**src/rtl/hazard_ctrl.sv**
```systemverilog
// Hazard and forwarding controller for the five-stage F/D/E/M/W core: tracks register
// tags and write enables through E, M and W, and drives the stall, flush and forward selects.
module hazard_ctrl #(
  parameter int CNT_W = 16
) (
  input  logic             CLK,
  input  logic             RESET,
  input  logic [3:0]       RA1D,
  input  logic [3:0]       RA2D,
  input  logic [3:0]       WA3D,
  input  logic             RegWriteD,
  input  logic             MemtoRegD,
  input  logic             PCSrcD,
  input  logic             CondExE,
  input  logic             BranchTakenE,
  output logic             StallF,
  output logic             StallD,
  output logic             FlushD,
  output logic             FlushE,
  output logic [1:0]       ForwardAE,
  output logic [1:0]       ForwardBE,
  output logic [CNT_W-1:0] StallCnt,
  output logic [CNT_W-1:0] FlushCnt
);

  typedef struct packed {
    logic [3:0] ra1;
    logic [3:0] ra2;
    logic [3:0] wa3;
    logic       regWrite;
    logic       memtoReg;
    logic       pcSrc;
  } eStage_t;

  typedef struct packed {
    logic [3:0] wa3;
    logic       regWrite;
    logic       pcSrc;
  } wbStage_t;

  localparam logic [1:0] FWD_RF  = 2'b00;
  localparam logic [1:0] FWD_W   = 2'b01;
  localparam logic [1:0] FWD_M   = 2'b10;
  localparam logic [3:0] REG_PC  = 4'd15;

  eStage_t          eReg;
  wbStage_t         mReg;
  wbStage_t         wReg;
  logic             validD;
  logic [CNT_W-1:0] stallCnt;
  logic [CNT_W-1:0] flushCnt;

  logic regWriteDq, memtoRegDq, pcSrcDq;
  logic ldStall, pcWrPending;
  logic stallFInt, stallDInt, flushDInt, flushEInt;
  logic [1:0] fwdA, fwdB;

  // M outranks W because it holds the younger of two writers to the same register.
  function automatic logic [1:0] fwdSel(input logic [3:0] ra,
                                        input wbStage_t   m,
                                        input wbStage_t   w);
    if (ra == REG_PC)                    return FWD_RF;
    else if (m.regWrite && m.wa3 == ra)  return FWD_M;
    else if (w.regWrite && w.wa3 == ra)  return FWD_W;
    else                                 return FWD_RF;
  endfunction

  assign regWriteDq  = RegWriteD & validD;
  assign memtoRegDq  = MemtoRegD & validD;
  assign pcSrcDq     = PCSrcD    & validD;

  assign ldStall     = eReg.memtoReg & eReg.regWrite &
                       ((eReg.wa3 == RA1D) | (eReg.wa3 == RA2D));
  assign pcWrPending = pcSrcDq | eReg.pcSrc | mReg.pcSrc;

  assign stallFInt   = ldStall | pcWrPending;
  assign stallDInt   = ldStall;
  assign flushDInt   = pcWrPending | wReg.pcSrc | BranchTakenE;
  assign flushEInt   = ldStall | BranchTakenE;
  assign fwdA        = fwdSel(eReg.ra1, mReg, wReg);
  assign fwdB        = fwdSel(eReg.ra2, mReg, wReg);

  // NOTE: state updates use the ungated hazard terms; the gating below only affects what
  // the datapath sees while RESET is low, when the state is being cleared anyway.
  assign StallF    = RESET & stallFInt;
  assign StallD    = RESET & stallDInt;
  assign FlushD    = RESET & flushDInt;
  assign FlushE    = RESET & flushEInt;
  assign ForwardAE = RESET ? fwdA : FWD_RF;
  assign ForwardBE = RESET ? fwdB : FWD_RF;
  assign StallCnt  = RESET ? stallCnt : '0;
  assign FlushCnt  = RESET ? flushCnt : '0;

  // NOTE: every register here is plain control state, so all of it is cleared by reset;
  // non-blocking assignments let each stage read the previous stage's old value.
  always_ff @(posedge CLK) begin
    if (!RESET) begin
      eReg     <= '0;
      mReg     <= '0;
      wReg     <= '0;
      validD   <= 1'b0;
      stallCnt <= '0;
      flushCnt <= '0;
    end else begin
      if (flushEInt) begin
        eReg <= '0;
      end else begin
        eReg <= '{ra1: RA1D, ra2: RA2D, wa3: WA3D, regWrite: regWriteDq,
                  memtoReg: memtoRegDq, pcSrc: pcSrcDq};
      end

      // A condition-failed instruction leaving E loses its write and PC-write effects.
      mReg <= '{wa3: eReg.wa3, regWrite: eReg.regWrite & CondExE,
                pcSrc: eReg.pcSrc & CondExE};
      wReg <= mReg;

      if (flushDInt)       validD <= 1'b0;
      else if (!stallDInt) validD <= 1'b1;

      if (stallDInt && !(&stallCnt)) stallCnt <= stallCnt + CNT_W'(1);
      if (flushEInt && !(&flushCnt)) flushCnt <= flushCnt + CNT_W'(1);
    end
  end

endmodule
```
**config.mk**
```make
export PLATFORM = sky130hd
export DESIGN_NAME = hazard_ctrl
export DESIGN_NICKNAME = d
export VERILOG_FILES = /design/src/rtl/hazard_ctrl.sv
export SDC_FILE = /design/constraint.sdc
export NUM_CORES = 1
export LEC_CHECK = 0
export ABC_CLOCK_PERIOD_IN_PS = 2610
export CAP_MARGIN = 0
export CORE_MARGIN = 3
export CORE_UTILIZATION = 47
export DETAILED_ROUTE_END_ITERATION = 8
export PLACE_DENSITY = 0.74
export SLEW_MARGIN = 5
export SYNTH_ARGS = -nofsm -noshare
export SYNTH_HDL_FRONTEND = slang
export SYNTH_SLANG_ARGS = --single-unit
```
**constraint.sdc**
```tcl
create_clock -name CLK -period 2.61 [get_ports CLK]
set_input_delay 0.522 -clock CLK [delete_from_list [all_inputs] [get_ports CLK]]
set_output_delay 0.522 -clock CLK [all_outputs]
set_load 0.02 [all_outputs]
```
==> key figures, run 1 <==
STA
  – Setup-failing EPs final: 0
  – Final min period: between 2 and 3 ns
  – Tightest Pin Transition: approximately 0.50 ns
  – Min setup slack post-route: around 0.06 ns
  – Fin. Hold Viols: 0
  – Fin. max-slew vios: 0
  – Relative slew slack: 0.665
  – Clock Skew: about 0.0063 ns
  – Max Clock Freq: 392 MHz
  – Final worst-path cycle share: 0.977

Die
  – Die H: 86.2 µm
  – Chip Width: between 80 and 90 µm
  – I/O pins: 59
  – Starting Density: 0.498
  – Die area: 7420 µm²
  – Core ar.: 6060 µm²
  – Num rows: 28

Synth
  – Ys Warns: 0
  – Commonest cells post-synth: dfxtp_1 (60), and2_1 (42), nor2_1 (36), mux2_2 (24), and3_1 (22)
  – Synth area leader: dfxtp_1
  – Yosys cell types: 37
  – #FFs+latches synth: 60
  – Area fraction of the dominant cell type after synthesis: 0.398
  – Mapped Nets: around 370
  – Synth area leaders: dfxtp_1 (40%), mux2_2 (9.0%), and2_1 (8.7%), and3_1 (4.6%), nor2_1 (4.5%)
  – Synthesized area: 3020 µm²
  – Post-synth EDFFs: 0
  – Synth Flop Type: dfxtp_1
  – Syn avg cell area: 8.75 µm²
  – Post-synth ARST share: 0
  – Post-synthesis sequential area ratio: 0.398
  – Count leader, synth: dfxtp_1
  – Mapped Cells: 345

Clock network
  – CTS tree: done
  – Worst-Skew Late Latency: approximately 0.34 ns
  – Clock Tree Buf Depth: 2
  – CTS Sinks: 60
  – TritonCTS buffer count: 9
  – CTS Root Cell: clkbuf_8
  – H-tree levels: 3
  – CTS clock-pin slew for the worst setup and hold paths: 0.07 ns

Finish
  – Diodes inserted: 0
  – Layout cells sized above 1: 0.178
  – Layout Nets: 442
  – Area grow syn2layout: 34.0%

Detailed routing
  – Final WL: 7230 µm
  – DR vias/cell: 5.42
  – DRT antenna net count: 0
  – DRC: 0
  – Wire length per cell: approximately 14 µm
  – Via Count: 2715
  – Pre-antenna DRT Iters: 4
  – DRT iter0 DRCs: 125

Setup path
  – CP Data Required Time: 2.09 ns
  – Critical path startpoint category: input pin
  – Worst path arrival time: 2.03 ns
  – Crit. End Element: output port
  – Highest fanout seen on the critical path: 5
  – Critical path type: in2out

Power
  – Clock share of power: 0.431
  – Switching share of total power: 0.237
  – Internal power: 1.47 mW
  – Register share of total power: 0.491
  – Power, Total: around 1.9 mW
  – Net Sw Power: 0.458 mW
  – Logic gate share of total power: 0.078
  – Max VDD drop: 0.346 mV
  – Leak: 1.88 nW
  – Pwr Density: around 480 nW/µm²

Global routing
  – First-pass GRT wire length: 12100 µm
  – Met3 GRT Util: 0.0538
  – Pin count of the biggest net entering global routing: 36
  – Met1 Resource Use GR: 0.263
  – GRT busiest layer: met2
  – GRT Util Overall: 0.204
  – GRT Residual Overflow: 0
  – Antenna violations before repair: 0
  – GR Layer Usage met2: 0.321
  – Vias in the first global route: 2620

Place
  – Pre-CTS setup slack: -0.494 ns
  – Post-DP HPWL: 5300 µm
  – Port Buffers: slightly below 60
  – Final RePlAce weighted congestion: 0.790

Worst hold path
  – Hold Crit Class: reg2reg

Run
  – Max-cap violations: 0

Run status
  – Status: complete, no violations
==> kinds of logic (layout without fill, tap and decap cells) <==
family,Yosys count,in the layout,synth area share
simple gates,175,175,0.330
xor+xnor,22,22,0.0638
buf+inv,24,105,0.0327
compound gates,37,37,0.0742
mux,25,25,0.0928
flops,60,60,0.398
fa+ha+maj,2,2,0.00829
==> stage by stage <==
step	cells	hold WS (ns)	TNS [ns]	utilization	instance area, µm²
detailed placement	483	0.458	-3.38	0.625	3790
CTS	499	0.494	-0.246	0.656	3970
finish	501	0.491	0	0.667	4050
global placement	483	0.454	-2.75	0.625	3790
global route	501	0.485	-0.000189	0.667	4050
floorplan	345	0.436	0	-	3020
==> layout make-up <==
cell class,instances,area (µm²)
flip-flops and latches,60,1200
inverters,7,26.3
multi-input cells,261,1760
repair buffers,82,766
well taps,75,93.8
clock inverters,6,63.8
clock buffers,10,138
fillers,534,2020
==> registers in the layout (all words and copies together) (netlist names) <==
name	cells
wReg	6
validD	1
mReg	6
eReg	15
flushCnt	16
stallCnt	16
==> critical path: stages <==
cell and delay [ns]:
clkdlybuf4s50_1 0.45, xor2_1 0.17, nor4_2 0.33, o21ai_2 0.16
and2_4 0.16, nor2_1 0.08, buf_4 0.14
==> power by group through the flow <==
stage               Sequential, mW  Combinational, mW  Clock (mW)
finish                       0.948              0.151       0.833
global route                 0.950              0.166       0.894
CTS                          0.948              0.146       0.848
detailed placement           0.968              0.144           0
global placement             0.967              0.141           0
floorplan                    0.964             0.0726           0
==> final timing paths <==
check,from,end,slack [ns],cells after the start
worst max register to register,eReg[3],flushCnt[13],0.45,7
worst min register to register,eReg[2],mReg[1],0.49,1
worst min-delay path,eReg[2],mReg[1],0.49,1
worst max-delay path,RA2D[3],FlushE,0.06,7
==> what timing repair did <==
item / CTS / global route
pin swaps: 2 / 5
resized for setup: 37 / 17
endpoints found under the setup margin: 23 / 20
gates cloned: 0 / 0
hold buffers: 0 / 0
setup buffers: 0 / 2
==> routing by layer <==
layer,vias to the layer above,wire length [µm]
li1,1376,-
met1,1272,3290
met2,57,3510
met3,10,318
met4,0,108
met5,-,0
==> cells in the final DEF (no fill, tap or decap), types with 2 or more instances in the layout <==
cell type	instances
or3_1	3
buf_4	26
or4_1	2
and4_1	10
dfxtp_1	60
o2111ai_1	2
mux2_2	24
inv_1	6
ha_1	2
a21oi_1	17
dlygate4sd2_1	20
nor4_2	3
clkinvlp_4	2
nand3_1	16
nor2_1	36
xor2_1	14
a21boi_0	3
o211a_1	2
o31ai_1	2
o21ai_0	8
clkinv_2	2
and3_1	22
dlymetal6s2s_1	10
and2_1	41
nor3_1	4
clkbuf_8	10
nand4_1	14
nor4_1	2
xnor2_1	8
clkdlybuf4s50_1	25
nand2_1	13
nor4b_1	2
(Power assumes the default switching activity.)
==> run 2: changes to the inputs <==
--- a/config.mk
+++ b/config.mk
@@ -9,6 +9,7 @@
 export CAP_MARGIN = 0
 export CORE_MARGIN = 3
 export CORE_UTILIZATION = 47
+export CTS_CLUSTER_DIAMETER = 150
 export DETAILED_ROUTE_END_ITERATION = 8
 export PLACE_DENSITY = 0.74
 export SLEW_MARGIN = 5
==> results of run 2 <==
No change in the layout: final DEF, timing and power equal those of run 1.
